--- src/rtl/vsa_pkg.sv ---
// Shared definitions for the two-port memory arbiter: FSM state encoding and
// default address/data widths.
package vsa_pkg;

  localparam int unsigned AW_DEF = 5;
  localparam int unsigned DW_DEF = 5;

  localparam logic [1:0] ST_IDLE   = 2'd0;
  localparam logic [1:0] ST_ACCESS = 2'd1;
  localparam logic [1:0] ST_RESP   = 2'd2;

endpackage

--- src/rtl/vsa_rr_pick2.sv ---
// Two-way round-robin pick: a lone request always wins, a tie goes to the
// port named by ptr. Output is one-hot, or zero when nothing is requested.
module vsa_rr_pick2 (
  input  logic [1:0] req,
  input  logic       ptr,
  output logic [1:0] gnt
);

  always_comb begin
    gnt = '0;
    if (req == 2'b11) begin
      gnt = ptr ? 2'b10 : 2'b01;
    end else begin
      gnt = req;
    end
  end

endmodule

--- src/rtl/vsa_mem_arbiter.sv ---
// Two-requester arbiter in front of a single-port synchronous memory.
// One access per two cycles: ACCESS drives the memory, RESP returns the result.
module vsa_mem_arbiter
  import vsa_pkg::*;
#(
  parameter int unsigned AW = AW_DEF,
  parameter int unsigned DW = DW_DEF
) (
  input  logic          clock,
  input  logic          reset,
  input  logic          req0,
  input  logic          req1,
  input  logic [AW-1:0] addr0,
  input  logic [AW-1:0] addr1,
  input  logic          wr0,
  input  logic          wr1,
  input  logic [DW-1:0] wdata0,
  input  logic [DW-1:0] wdata1,
  output logic          gnt0,
  output logic          gnt1,
  output logic          rvalid0,
  output logic          rvalid1,
  output logic [DW-1:0] rdata0,
  output logic [DW-1:0] rdata1,
  output logic          mem_en,
  output logic          mem_wr,
  output logic [AW-1:0] mem_addr,
  output logic [DW-1:0] mem_wdata,
  input  logic [DW-1:0] mem_rdata
);

  logic [1:0]    state;
  logic          ptr;
  logic          lat_idx;
  logic          lat_wr;
  logic [AW-1:0] lat_addr;
  logic [DW-1:0] lat_wdata;
  logic [1:0]    pick;
  logic          in_access;
  logic          in_resp;

  vsa_rr_pick2 u_pick (
    .req (({req1, req0})),
    .ptr (ptr),
    .gnt (pick)
  );

  // Requests are only looked at outside ACCESS, so a requester's stale level
  // during its own grant cycle never turns into a second access.
  always_ff @(posedge clock or posedge reset) begin
    if (reset) begin
      state     <= ST_IDLE;
      ptr       <= 1'b0;
      lat_idx   <= 1'b0;
      lat_wr    <= 1'b0;
      lat_addr  <= '0;
      lat_wdata <= '0;
    end else begin
      case (state)
        ST_ACCESS: state <= ST_RESP;
        default: begin
          if (|pick) begin
            state     <= ST_ACCESS;
            lat_idx   <= pick[1];
            lat_wr    <= pick[1] ? wr1 : wr0;
            lat_addr  <= pick[1] ? addr1 : addr0;
            lat_wdata <= pick[1] ? wdata1 : wdata0;
            ptr       <= ~pick[1];
          end else begin
            state <= ST_IDLE;
          end
        end
      endcase
    end
  end

  always_comb begin
    in_access = (state == ST_ACCESS);
    in_resp   = (state == ST_RESP);
    mem_en    = in_access;
    mem_wr    = in_access & lat_wr;
    mem_addr  = in_access ? lat_addr : '0;
    mem_wdata = in_access ? lat_wdata : '0;
    gnt0      = in_access & ~lat_idx;
    gnt1      = in_access & lat_idx;
    rvalid0   = in_resp & ~lat_idx;
    rvalid1   = in_resp & lat_idx;
    rdata0    = rvalid0 ? mem_rdata : '0;
    rdata1    = rvalid1 ? mem_rdata : '0;
  end

endmodule

--- config.mk ---
export PLATFORM = sky130hd
export DESIGN_NAME = vsa_mem_arbiter
export DESIGN_NICKNAME = d
export VERILOG_FILES = /design/src/rtl/vsa_pkg.sv /design/src/rtl/vsa_rr_pick2.sv /design/src/rtl/vsa_mem_arbiter.sv
export SDC_FILE = /design/constraint.sdc
export NUM_CORES = 1
export LEC_CHECK = 0
export ABC_AREA = 1
export BUFFER_PORTS_ARGS = -buffer_cell sky130_fd_sc_hd__buf_4
export CAP_MARGIN = 15
export CORE_MARGIN = 2
export CORE_UTILIZATION = 46
export CTS_CLUSTER_SIZE = 14
export DETAILED_ROUTE_END_ITERATION = 6
export PLACE_DENSITY_LB_ADDON = 0.2
export RECOVER_POWER = 25
export SYNTH_ARGS = -nofsm -noshare
export SYNTH_HDL_FRONTEND = slang
export SYNTH_SLANG_ARGS = --single-unit
--- constraint.sdc ---
create_clock -name clock -period 2.5 [get_ports clock]
set_clock_uncertainty 0.15 [all_clocks]
set_input_delay 0.375 -clock clock [delete_from_list [all_inputs] [get_ports clock]]
set_output_delay 0.375 -clock clock [all_outputs]
set_load 0.05 [all_outputs]
# Word level (Yosys, flattened, before mapping)
# Index checks and enable logic that the tools add are counted.
[word_totals] regBits=15 input_bits=31 out_inout_bits=26 elab_cells=30
[classes] n_eq_ne=3 n_mux=11 n_bitwise=8 reduce_logical=2
[ops] op="$mux W5" n=6
[ops] op="$mux W2" n=3
[ops] op="$and A1 B1 Y1" n=5
[ops] op="$eq A2 B2 Y1 const B" n=2
[ops] op="$not A1 Y1" n=3
[ops] op="$eq A2 B1 Y1 const B" n=1
[ops] op="$mux W1" n=2
[ops] op="$reduce_and A2 Y1" n=1
[ops] op="$reduce_or A2 Y1" n=1

# Depth between registers and ports, before layout
[logic_depth] ltp_word=5 ltp_mapped=7 ltp_nobuf=6

# Cells and area by module
# A second synthesis with hierarchy kept.
[hier_totals] hier_cells=152 area_unflattened_um2=922.1
[by_module_without_submodules] mod="vsa_mem_arbiter" n_inst=1 cells_per_inst=147 area_each_um2=900.9 seq_area_each_um2=375.4
[by_module_without_submodules] mod="vsa_rr_pick2" n_inst=1 cells_per_inst=5 area_each_um2=21.3 seq_area_each_um2=0.0

# Least setup slack after synthesis
# No wires, ideal clock.
[synth_path] path_kind="register to output" start="register state[1]" end="output port mem_addr[0]" arrival_time_ns=1.749 required_ns=1.975 slack_ns=0.226 path_stages_with_launch=5 path_buffers=1 cell_sequence="dfrtp_1 nor2_4 inv_1 buf_2 nor2_1"
[synth_between] elab_chain_len=2
[synth_rtl] item="start, declared" line="vsa_mem_arbiter.sv:32" rtl="logic [1:0] state;"
[synth_rtl] item="start signal, assigned" line="vsa_mem_arbiter.sv:52" rtl="state <= ST_IDLE;"
[synth_rtl] item="start signal, assigned" line="vsa_mem_arbiter.sv:60" rtl="ST_ACCESS: state <= ST_RESP;"
[synth_rtl] item="start signal, assigned" line="vsa_mem_arbiter.sv:63" rtl="state <= ST_ACCESS;"
[synth_rtl] item="$eq A2 B1 Y1" line="vsa_mem_arbiter.sv:78" rtl="in_access = (state == ST_ACCESS);"
[synth_rtl] item="named net mem_en" line="vsa_mem_arbiter.sv:25" rtl="output logic mem_en,"
[synth_rtl] item="$mux W5" line="vsa_mem_arbiter.sv:82" rtl="mem_addr = in_access ? lat_addr : '0;"
[synth_rtl] item="end, declared" line="vsa_mem_arbiter.sv:27" rtl="output logic [AW-1:0] mem_addr,"
# The timed path passes the listed nets, and every way through them passes these cells.

# Final worst setup path
[layout_path] start="register state[0]" end="register lat_addr[2]"
[layout_between] elab_chain_len=3
[layout_rtl] item="$eq A2 B1 Y1" line="vsa_mem_arbiter.sv:59" rtl="case (state)"
[layout_rtl] item="$not A1 Y1 (no line)"
[layout_rtl] item="$reduce_and A2 Y1 (no line)"
[layout_rtl] item="end signal, assigned" line="vsa_mem_arbiter.sv:66" rtl="lat_addr <= pick[1] ? addr1 : addr0;"
[layout_rtl] item="end, declared" line="vsa_mem_arbiter.sv:36" rtl="logic [AW-1:0] lat_addr;"
# No other way between the ends.
# A chain may end at the register's enable or synchronous reset.

==> results.yml <==
drt:
  drt-initial-drc-count: 14
  dr.pass1.iters: 4
  route.detailed.drc: 0
  ant_nets: 0
  wl_um: 2456
  vias_per_cell: 4.450
  vias: 1059
  wire_per_inst_um: 10.32
yosys:
  syn_nets: 187
  ys_seq_elements: 15
  yosysUniqueCellTypes: 10
  syn_area_um2: 973.4
  netlist_instances: 156
  synth.avg_cell_area_um2: 6.240
  yosysTopAreaCellShare_pct: 38.56
  synth_top_cell_by_area: "dfrtp_1"
  yosys_warnings: 0
  seq_area_frac_synth_pct: 38.56
  ys_top_cells_by_area: "dfrtp_1, inv_1, nand2_1, nand3_1, nor2_1"
cts:
  cts_sinks: 15
  cts_inserted_buffers: 3
  cts_buffer_depth: 2
  clk_latency_ns: 0.29
  clkTransAtPathRegs_ns: 0.09
  cts_tree: "built"
  cts_root_buffer: "clkbuf_4"
  cts_resized: 0
  htreeDepth: 1
global_routing:
  gr-total-overflow: 0
  use_met2_pct: 35.53
  grt_max_degree: 17
  grt_pass1_wl_um: 4091
  met1_usage_pct: 27.08
  grt_usage_pct: 21.27
  grt_busiest_layer: "met2"
  grt.met3_usage_pct: 1.818
  antenna_found_initial: 0
  grt_pass1_vias: 961
timing:
  worst_slew_pin_slew_ns: 1.026
  tns_ns: 0
  slew_headroom_pct: 31.34
  rsz0062_at_grt: "no"
  fmax_mhz: 481.7
  finalMaxSlewViolations: 0
  setup_viol_count_final: 0
  hold_viol: 0
  period_needed_ns: 2.076
  finalCritPeriodShare_pct: 83.04
layout:
  final_util_pct: 71.34
  num-nets-final: 243
  fillCellCount: 187
  drive_above_1_share_pct: 28.91
  ff_latch_area_um2: 375.4
  final_cells: 238
  multi_input_area_um2: 375.4
  final_common_cell: "buf_4"
  syn_to_final_growth_pct: 45.24
  diodes: 0
  mostFrequentLayoutCells: "buf_4, inv_1, nand2_1, nor2_1, nand3_1"
floorplanning:
  start_util_pct: 49.12
  fp.dieH_um: 50
  die_area_mm2: 0.002500
  die_w_um: 50
  rows: 16
  coreArea_mm2: 0.001982
  io_pins: 57
critical_path:
  slowest_stage: "nor2_1"
  cp-end-kind: "flop"
  cp-start-kind: "flop"
  crit_top_cell: "nand2_1"
  cp_cell_sequence: "inv_1, nor2_4, nor2_1, inv_2, nand2_1, nand2_1"
  cp_num_buf_inv: 2
  worstPathArrival_ns: 2.11
  crit_required_ns: 2.53
  max_stage_delay_ns: 0.77
  cp_max_fo: 16
  path_class: "reg -> reg"
  crit_family: "simple AND/OR/NAND/NOR gates"
power:
  worst_ir_drop_vdd_mv: 0.8919
  p_leak_nw: 0.9297
  power_density_mw_per_mm2: 1142
placed_design:
  place_congestion: 0.7476
  placed_cells: 233
  hpwl_um: 1868
  io_buffers: 56
flow_run:
  drv_cap: 0
worst_hold_path:
  hold_path_class: "in -> reg"
status:
  status: "finished clean"
==> Yosys cell counts <==
cell type  instances
nand3_1           25
buf_6              2
o21ai_0            2
nor2_1            24
dfrtp_1           15
nand2_1           36
inv_1             45
nor2_4             2
buf_2              4
inv_2              1
==> cell families after synthesis <==
group	after synthesis	share of synthesized area (%)
AO/OA/AOI/OAI	2	1.028
buffers and inverters	52	22.11
flip-flops	15	38.56
AND/OR/NAND/NOR	87	38.30
==> sequential cells by signal (all words and copies together), names as in the netlist <==
name	cells
lat_wdata	5
lat_idx	1
lat_addr	5
lat_wr	1
state	2
ptr	1
==> per-layer routing <==
metal  vias to the layer above  part of all wire, %
li1                        556                    -
met1                       465                   46
met2                        33                   48
met3                         5                  4.2
met4                         0                  2.1
met5                         -                    0
==> stage by stage <==
| step | hold WS, ns | power [mW] | area, um^2 | setup WS [ns] |
|---|---|---|---|---|
| 3_3_place_gp | 0.3067 | 1.460 | 1385 | 0.7805 |
| 2_1_floorplan | 0.1265 | 1.208 | 973.4 | 0.2262 |
| 6_report | 0.2250 | 1.615 | 1414 | 0.4240 |
| 3_5_place_dp | 0.3183 | 1.487 | 1385 | 0.7640 |
| 5_1_grt | 0.2455 | 1.724 | 1414 | 0.2541 |
| 4_1_cts | 0.2221 | 1.634 | 1421 | 0.4429 |
==> path summary, 6_finish.rpt <==
path                              start           end  slack, ns  depth (start not counted)
min in group asynchronous         reset   lat_addr[1]       0.53                          3
hold reg to reg            lat_wdata[2]  lat_wdata[2]       0.34                          2
setup / recovery               state[0]   lat_addr[2]       0.42                          6
setup reg to reg               state[0]   lat_addr[2]       0.42                          6
hold / removal                 addr0[3]   lat_addr[3]       0.23                          5
max in group asynchronous         reset       lat_idx       1.30                          3
==> cell type report <==
type                       instances  area share, %
clock buffer                       4          1.858
sequential                        15          26.55
multi-input combinational         89          26.55
timing repair buffer              57          30.44
tap                               27          2.389
inverter                          46          12.21
==> where the power goes <==
part	internal, mW	switching [mW]	leakage, nW	total, mW
registers	0.362	0.0692	0.180	0.431
logic	0.291	0.747	0.735	1.04
clock network	0.0622	0.0833	0.0150	0.145
total	0.715	0.900	0.930	1.62
==> what timing repair did <==
action / in CTS / in global routing
endpoints found under the hold margin: 7 / 0
buffers inserted: 0 / 0
hold buffers: 1 / 0
setup endpoints to repair: 0 / 0
==> tightest hold or removal path: cells and delay by family <==
kind / cells / cell delay (ns)
simple gates: 3 / 0.17
buf+inv: 2 / 0.10
Note: power is estimated with default switching activity, not from simulation.
